<file path="src/rtl/cpu_div_sequencer.sv">
// cpu_div_sequencer
//   Multi-cycle controller for the RV32M divide ops (DIV, DIVU, REM, REMU).
//   An iterative restoring divider that produces one quotient bit per cycle.
//   It holds busy while the execute stage stalls, then returns one result with
//   a single-cycle done pulse.
//
// Ports
//   clk        in   1      rising-edge clock
//   rst_n      in   1      asynchronous active-low reset
//   start      in   1      request; accepted in IDLE, or in the done cycle
//   op         in   2      00 DIV, 01 DIVU, 10 REM, 11 REMU (funct3[1:0])
//   operand_a  in   WIDTH  dividend (rs1)
//   operand_b  in   WIDTH  divisor (rs2)
//   flush      in   1      abort the operation in flight; wins over start
//   busy       out  1      high while iterating (RUN); never high with done
//   done       out  1      one-cycle pulse; result is valid in the same cycle
//   result     out  WIDTH  quotient or remainder; held until the next done
//   dbg_state  out  2      current FSM state (0 IDLE, 1 RUN, 2 FIX)
//
// Handshake: start is sampled at a rising edge when the FSM is in IDLE or FIX
// and flush is low. done is a combinational decode of FIX (gated by flush). In
// that cycle the FSM is already committed to return to IDLE, so a start held in
// the done cycle is accepted and runs back-to-back.
module cpu_div_sequencer #(
  parameter int WIDTH = 32
) (
  input  logic             clk,
  input  logic             rst_n,
  input  logic             start,
  input  logic [1:0]       op,
  input  logic [WIDTH-1:0] operand_a,
  input  logic [WIDTH-1:0] operand_b,
  input  logic             flush,
  output logic             busy,
  output logic             done,
  output logic [WIDTH-1:0] result,
  output logic [1:0]       dbg_state
);

  localparam int CW = $clog2(WIDTH);
  localparam logic [WIDTH-1:0] MIN_INT = {1'b1, {(WIDTH-1){1'b0}}};

  typedef enum logic [1:0] {
    S_IDLE = 2'd0,
    S_RUN  = 2'd1,
    S_FIX  = 2'd2
  } state_e;

  state_e           state_q, state_d;
  logic [WIDTH-1:0] quo_q, quo_d;
  logic [WIDTH-1:0] rem_q, rem_d;
  logic [WIDTH-1:0] div_q, div_d;
  logic [CW-1:0]    cnt_q, cnt_d;
  logic             sel_rem_q, sel_rem_d;   // op[1]: return remainder
  logic             neg_quo_q, neg_quo_d;
  logic             neg_rem_q, neg_rem_d;
  logic             special_q, special_d;
  logic [WIDTH-1:0] spec_val_q, spec_val_d;
  logic [WIDTH-1:0] result_q, result_d;

  // Datapath helpers
  logic [WIDTH:0]   rem_shift;    // one bit wider so the compare never loses a carry
  logic             rem_ge;
  logic [WIDTH-1:0] rem_sub;
  logic [WIDTH-1:0] quo_fix, rem_fix, fix_val;
  logic             accept;
  logic             is_signed, a_neg, b_neg, b_zero, ovf;

  always_comb begin
    rem_shift = {rem_q, quo_q[WIDTH-1]};
    rem_ge    = rem_shift >= {1'b0, div_q};
    // The difference is below 2^WIDTH whenever it is used, so WIDTH bits suffice.
    rem_sub   = rem_shift[WIDTH-1:0] - div_q;
    quo_fix   = neg_quo_q ? -quo_q : quo_q;
    rem_fix   = neg_rem_q ? -rem_q : rem_q;
    if (special_q) fix_val = spec_val_q;
    else           fix_val = sel_rem_q ? rem_fix : quo_fix;

    is_signed = ~op[0];
    a_neg     = is_signed & operand_a[WIDTH-1];
    b_neg     = is_signed & operand_b[WIDTH-1];
    b_zero    = (operand_b == '0);
    ovf       = is_signed && (operand_a == MIN_INT) && (operand_b == '1);
  end

  always_comb begin
    state_d    = state_q;
    quo_d      = quo_q;
    rem_d      = rem_q;
    div_d      = div_q;
    cnt_d      = cnt_q;
    sel_rem_d  = sel_rem_q;
    neg_quo_d  = neg_quo_q;
    neg_rem_d  = neg_rem_q;
    special_d  = special_q;
    spec_val_d = spec_val_q;
    result_d   = result_q;

    busy      = (state_q == S_RUN);
    done      = (state_q == S_FIX) && !flush;
    result    = done ? fix_val : result_q;
    dbg_state = state_q;
    accept    = start && !flush && ((state_q == S_IDLE) || (state_q == S_FIX));

    case (state_q)
      S_IDLE: ;
      S_RUN: begin
        if (flush) begin
          state_d = S_IDLE;
        end else begin
          quo_d = {quo_q[WIDTH-2:0], rem_ge};
          rem_d = rem_ge ? rem_sub : rem_shift[WIDTH-1:0];
          if (cnt_q == '0) state_d = S_FIX;
          else             cnt_d   = cnt_q - CW'(1);
        end
      end
      S_FIX: begin
        state_d = S_IDLE;
        if (!flush) result_d = fix_val;
      end
      default: state_d = S_IDLE;
    endcase

    if (accept) begin
      sel_rem_d = op[1];
      neg_quo_d = a_neg ^ b_neg;
      neg_rem_d = a_neg;
      // Negating MIN_INT yields MIN_INT, which is the correct unsigned magnitude.
      quo_d     = a_neg ? -operand_a : operand_a;
      div_d     = b_neg ? -operand_b : operand_b;
      rem_d     = '0;
      cnt_d     = CW'(WIDTH - 1);
      special_d = b_zero | ovf;
      if (b_zero)   spec_val_d = op[1] ? operand_a : '1;
      else          spec_val_d = op[1] ? '0 : MIN_INT;
      state_d   = (b_zero | ovf) ? S_FIX : S_RUN;
    end
  end

  always_ff @(posedge clk or negedge rst_n) begin
    if (!rst_n) begin
      state_q    <= S_IDLE;
      quo_q      <= '0;
      rem_q      <= '0;
      div_q      <= '0;
      cnt_q      <= '0;
      sel_rem_q  <= 1'b0;
      neg_quo_q  <= 1'b0;
      neg_rem_q  <= 1'b0;
      special_q  <= 1'b0;
      spec_val_q <= '0;
      result_q   <= '0;
    end else begin
      state_q    <= state_d;
      quo_q      <= quo_d;
      rem_q      <= rem_d;
      div_q      <= div_d;
      cnt_q      <= cnt_d;
      sel_rem_q  <= sel_rem_d;
      neg_quo_q  <= neg_quo_d;
      neg_rem_q  <= neg_rem_d;
      special_q  <= special_d;
      spec_val_q <= spec_val_d;
      result_q   <= result_d;
    end
  end

endmodule

</file>
<file path="config.mk">
export PLATFORM = sky130hd
export DESIGN_NAME = cpu_div_sequencer
export DESIGN_NICKNAME = d
export VERILOG_FILES = /design/src/rtl/cpu_div_sequencer.sv
export SDC_FILE = /design/constraint.sdc
export NUM_CORES = 1
export LEC_CHECK = 0
export CAP_MARGIN = 25
export CORE_MARGIN = 2
export CORE_UTILIZATION = 45
export CTS_CLUSTER_DIAMETER = 100
export DETAILED_ROUTE_END_ITERATION = 7
export PLACE_DENSITY = 0.66
export SYNTH_ARGS = -nofsm -noshare
export SYNTH_HDL_FRONTEND = slang
export SYNTH_SLANG_ARGS = --single-unit
</file>
<file path="constraint.sdc">
create_clock -name clk -period 11.3 [get_ports clk]
set_clock_uncertainty 0.15 [all_clocks]
set_input_delay 2.825 -clock clk [delete_from_list [all_inputs] [get_ports clk]]
set_output_delay 2.825 -clock clk [all_outputs]
set_load 0.03 [all_outputs]
</file>
# [After elaboration in Yosys (flattened, before gate mapping)]
# Cells that the tools add are included.
[word_totals] mem_bits_rw=0 rom_bits=0 in_bits=70 mem_count=0 latch_bits=0 reg_bits=171 wordCells=73
[op_classes] n_eq_ne=8 magnitude_cmp=1 add_sub_neg=6 n_div=0 shift=0 mux=26 n_mul=0 reduce_logical=15 bitwise=6
[op_table] operator="two-way mux 32 bit" count=17
[op_table] operator="negator 32 bit" count=4
[op_table] operator="== test 32 bit (second input constant)" count=2
[op_table] operator=">= comparator 33 x 32 -> 1 bit" count=1
[op_table] operator="logical NOT 32 bit" count=1
[op_table] operator="subtractor 32 bit" count=1
[op_table] operator="two-way mux 5 bit" count=4
[op_table] operator="two-way mux 2 bit" count=4
[op_table] operator="AND reduction 2 bit" count=3
[op_table] operator="logical AND 1 bit" count=5
[op_table] operator="logical NOT 5 bit" count=1
[op_table] operator="subtractor 5 x 1 -> 5 bit (second input constant)" count=1
[op_table] operator="inequality test 2 bit (second input constant)" count=2
[op_table] operator="inequality test 4 x 2 -> 1 bit (second input constant)" count=1
[op_table] operator="case mux 2 bit (2 select lines)" count=1
[op_table] operator="AND reduction 3 bit" count=1
[op_table] operator="bitwise AND 1 bit" count=2
[op_table] operator="== test 2 x 1 -> 1 bit (second input constant)" count=1
[op_table] operator="== test 2 bit (second input constant)" count=1
[op_table] operator="logical NOT 2 bit" count=1
[op_table] operator="inequality test 2 x 1 -> 1 bit (second input constant)" count=1
[op_table] operator="inverter 1 bit" count=2
[op_table] operator="nonzero test 2 bit" count=1
[op_table] operator="logical NOT 1 bit" count=1
[op_table] operator="other kinds (3)" count=3

# [Logic depth before layout (Yosys ltp)]
[logic_depth] word_depth=6 ltp_mapped=13 depth_no_buf=13

# [Worst setup path after synthesis]
# No wires, ideal clock.
[synth_path] path_type="input to output" start="in flush" end="out result[22]" required_time_ps=8325 arrival_time_ps=4325 slack_ps=4000 path_stages=5 path_cell_list="nor2_1 nand2_1 inv_1 o221ai_1 o21ai_0"
[synth_via] elab_chain_cells=3
[synth_lines] element="start, declared" line_no="33" text="input logic flush,"
[synth_lines] element="logical NOT 1 bit"
[synth_lines] element="logical AND 1 bit" line_no="100" text="done = (state_q == S_FIX) && !flush;"
[synth_lines] element="named net done" line_no="35" text="output logic done,"
[synth_lines] element="two-way mux 32 bit" line_no="101" text="result = done ? fix_val : result_q;"
[synth_lines] element="end, declared" line_no="36" text="output logic [WIDTH-1:0] result,"
# The timed path passes the listed nets, and every way through them passes these cells.

# [Final worst setup path]
[layout_path] start="in flush" end="out result[22]"
[layout_via] elab_chain_cells=3
[layout_lines] element="logical NOT 1 bit"
[layout_lines] element="logical AND 1 bit" line_no="100"
[layout_lines] element="two-way mux 32 bit" line_no="101"
# No other way between the ends.

==> impl_results.md <==
- # DRC: 0
- Vias per cell: about 6
- Clock share of power: 0.201
- Multi-input logic area: 7160 µm²
- TritonCTS clock tree: done
- Logic gate share of total power: 0.493
- Die width: around 170 µm
- Async S/R FF share, synth: 1.00
- Total GRT Usage: 0.253
- CP max-delay cell: clkdlybuf4s50_1
- GRT met3 Usage: 0.0423
- Max_cap viols: 0
- Final instance area: 13,900 µm²
- CTS Sinks: between 150 and 200
- Most used DFF post-synth: dfrtp_1
- Worst Max-Slew Pin Slew: just under 1 ns
- Average size of a mapped cell: 8.31 µm²
- Post-Synth Simple-Gate Area: 0.188
- Post-synth EDFFs: 0
- WP buf/inv: 4
- Post-CTS Setup Inserts: 0
- Finish-stage setup viols: 0
- Fmax achieved: ~120 MHz
- PostCTS Resize Cnt: 0
- CP endpoint kind: primary output
- Avg WL per Cell: between 15 and 20 µm
- Main combinational cell family by area after synthesis: compound AO/OA/AOI/OAI gates
- Area grow syn2layout: 16.2%
- RD Place Congestion: about 0.86
- CP arrival: between 5 and 6 ns
- Final Cycle Share: 0.736
- Synth Register Bits: 171
- Final non-filler cell total: 1,841
- Worst Path Required: approximately 8.3 ns
- VDD IR-drop max: roughly 0.00013 V
- Synth Cell Area: ~12,000 µm²
- CTS Buffer Depth: 2
- Startpoint types: primary input
- Seq pwr share: 0.305
- TNS Setup: 0 ns
- Crit-path max cell delay: 0.71 ns
- Post-Route WL: ~35 mm
- R2R setup slack: between 7 and 8 ns
- PwrDens: approximately 210 nW/µm²
- Post-DRT Antenna Nets: 0
- Vias in the first global route: approximately 10,000
- Root Buffer: clkbuf_16
- Floorplan row count: 59
- Switching Share: 0.452
- DR pass1 iterations: 6
- Leakage power: between 5 and 6 nW
- Post-CTS Hold Buffers: 0
- Die ar.: 27,800 µm²
- First-iteration detailed-routing DRC count: 1,041
- Post-DP Area: approximately 13,000 µm²
- Mapped Cells: around 1,400
- RSZ-0062 raised after global routing: no
- Worst-Skew Late Latency: 0.45 ns
- Layout cell share with drive strength beyond 1: 0.0458
- Diodes inserted: 0
- Initial Utilization: 0.458
- Placed cells: roughly 1,800
- Critical path fanouts, max: 63
- Final WS setup: 2.98 ns
- Critical path class: in -> out
- Outcome: finished, final reports clean
- IO Pins: roughly 110
- Most frequent cell on the critical path: clkdlybuf4s50_1
- Busiest layer in global routing: met2
- Global-route track usage on met2: 0.392
- Final net count: ~1,600
- Global Route met1 Usage: 0.371
- Via count: around 11,000
- CP cell instances: clkdlybuf4s50_1, nor2_1, nand2_2, buf_4, inv_1, o221ai_1, o21ai_0, clkdlybuf4s50_1
- XOR/XNOR Fraction of Synth Area: 0.109
- CTS clk-pin slew, worst paths: around 0.070 ns
- Hold Fails Final Rpt: 0
- Relative slew slack: 0.354
- Psw: around 1.3 mW
- Post-synth cell types: 64
- FF/Latch Area: about 4300 µm²
- Mapped Nets: approximately 1,500
- Number of fill cells: between 2,000 and 2,500
- CTS buffer count: 17
- Pre-CTS WS: roughly 3 ns
- Fin crit period: about 8.3 ns
- Die height: approximately 170 µm
- Grt ovf: 0
- Cell family with most CP delay: buffers and inverters
- Register area share after synthesis: 0.359
- Adder-cell area share of the yosys netlist: 0.0426
- Port Buf Inserts: about 110
- Initial antenna violation count: 0
- Cell internal pwr: ~1.6 mW
- CTS H-tree lvls: 4
- Multiplexer share of the synthesized area: 0.00629
- Complex-gate fraction of the synthesized area: 0.253
- Hold WC Path Type: reg -> reg
- Hold_ws: approximately 0.33 ns
- Synth warnings: 0
- Max Slew Vio Count: 0
- HPWL after DPL: 25.1 mm
- Core box area: 26,100 µm²
- Largest net degree at the start of global routing: ~110
- First-pass GRT wire length: ~57 mm
==> path summary, 6_finish.rpt <==
kind                                         end  cells past startpoint             startpoint
setup reg to reg            rem_q[4]$_DFFE_PN0P_                     10  rem_q[11]$_DFFE_PN0P_
setup / recovery                      result[22]                      8                  flush
min in group asynchronous  div_q[11]$_DFFE_PN0P_                      1                  rst_n
hold / removal             div_q[19]$_DFFE_PN0P_                      2  div_q[19]$_DFFE_PN0P_
max in group asynchronous  rem_q[24]$_DFFE_PN0P_                      2                  rst_n
hold reg to reg            div_q[19]$_DFFE_PN0P_                      2  div_q[19]$_DFFE_PN0P_
==> cells in the mapped netlist, types with 3 or more instances <==
cell	number	area, µm²
o21ai_1	9	45.0
o21ai_0	149	746
nand3b_1	3	22.5
nor3_1	27	135
o31ai_1	57	428
inv_1	52	195
and2_1	5	31.3
a221o_1	3	30.0
a32o_1	13	130
a222oi_1	5	50.1
o221ai_1	6	52.6
nand3_1	28	140
nand2b_1	8	50.1
a21boi_0	3	22.5
ha_1	39	488
nand4_1	30	188
dfrtp_1	171	4280
nor2b_1	36	225
or4_1	13	97.6
buf_1	5	18.8
nand2_1	189	709
mux2i_1	3	30.0
o21bai_1	4	30.0
a211oi_1	31	233
xor2_1	62	543
nor2_1	80	300
nor4_1	12	75.1
or3_1	24	150
o41ai_1	9	78.8
o211ai_1	15	113
a22oi_1	28	210
and3_1	4	25.0
clkbuf_1	76	285
mux2_2	4	45.0
a31oi_1	11	68.8
xnor2_1	86	753
a21o_1	18	135
a21oi_1	73	365
nor3b_1	3	22.5
o21a_1	7	52.6
==> power groups by stage <==
stage	sequential (mW)	clock, mW	combinational [mW]
finish	0.901	0.595	1.46
global route	0.917	0.631	1.62
CTS	0.902	0.602	1.43
detailed placement	0.913	0	1.42
global placement	0.910	0	1.41
floorplan	0.836	0	1.09
==> worst reg2reg max path, delay by kind of cell (launching register included) <==
kind                       cells  cell delay [ns]
buffers and inverters          1             0.39
DFF                            1             0.51
adders and majority gates      1             0.46
AOI/OAI and AO/OA              3             1.24
and+or+nand+nor                5             1.03
==> through the flow <==
| step | utilization | power, mW |
|---|---|---|
| 4_1_cts | 0.530 | 2.94 |
| 2_1_floorplan | - | 1.93 |
| 3_5_place_dp | 0.508 | 2.33 |
| 6_report | 0.532 | 2.95 |
| 3_3_place_gp | 0.508 | 2.32 |
| 5_1_grt | 0.532 | 3.17 |
==> cell families (layout without fill, tap and decap cells) <==
logic type,count (synthesis),after routing
flip-flops,171,171
buffers and inverters,136,207
XOR/XNOR,148,148
adder cells (fa/ha/maj),40,40
multiplexers,7,7
AND/OR/NAND/NOR,471,471
AO/OA/AOI/OAI,462,462
==> sequential cells by signal, indices dropped and copies added (netlist names) <==
name,flops
div_q,32
quo_q,32
rem_q,32
result_q,32
spec_val_q,32
cnt_q,5
dbg_state,2
neg_quo_q,1
neg_rem_q,1
sel_rem_q,1
special_q,1
==> placed cells by master (no fill, tap or decap), drive strengths merged, types with 4 or more instances in the layout <==
cell           instances
nand2                189
dfrtp                171
o21ai                158
clkdlybuf4s50        104
xnor2                 86
nor2                  80
a21oi                 73
xor2                  62
inv                   60
o31ai                 57
ha                    39
nor2b                 36
a211oi                31
nand4                 30
nand3                 28
a22oi                 28
nor3                  27
or3                   24
a21o                  18
clkbuf                18
buf                   18
o211ai                15
or4                   14
a32o                  13
nor4                  12
o41ai                 12
a31oi                 11
nand2b                 8
o21a                   7
o221ai                 6
clkinv                 6
a222oi                 5
and2                   5
and3                   4
o21bai                 4
mux2                   4
==> layer usage <==
layer  vias to the layer above  share of wire
met5                         -              0
met4                         0          0.013
met3                        34          0.058
met2                       346           0.46
met1                      5315           0.47
li1                       5333              -
==> layout make-up <==
class | instances | share of cell area
clock inverters | 14 | 0.0106
well taps | 335 | 0.0302
clock buffers | 18 | 0.0317
flip-flops and latches | 171 | 0.309
inverters | 53 | 0.0143
multi-input cells | 1128 | 0.517
repair buffers | 122 | 0.0880
No activity file was read; power rests on OpenSTA's default activity.
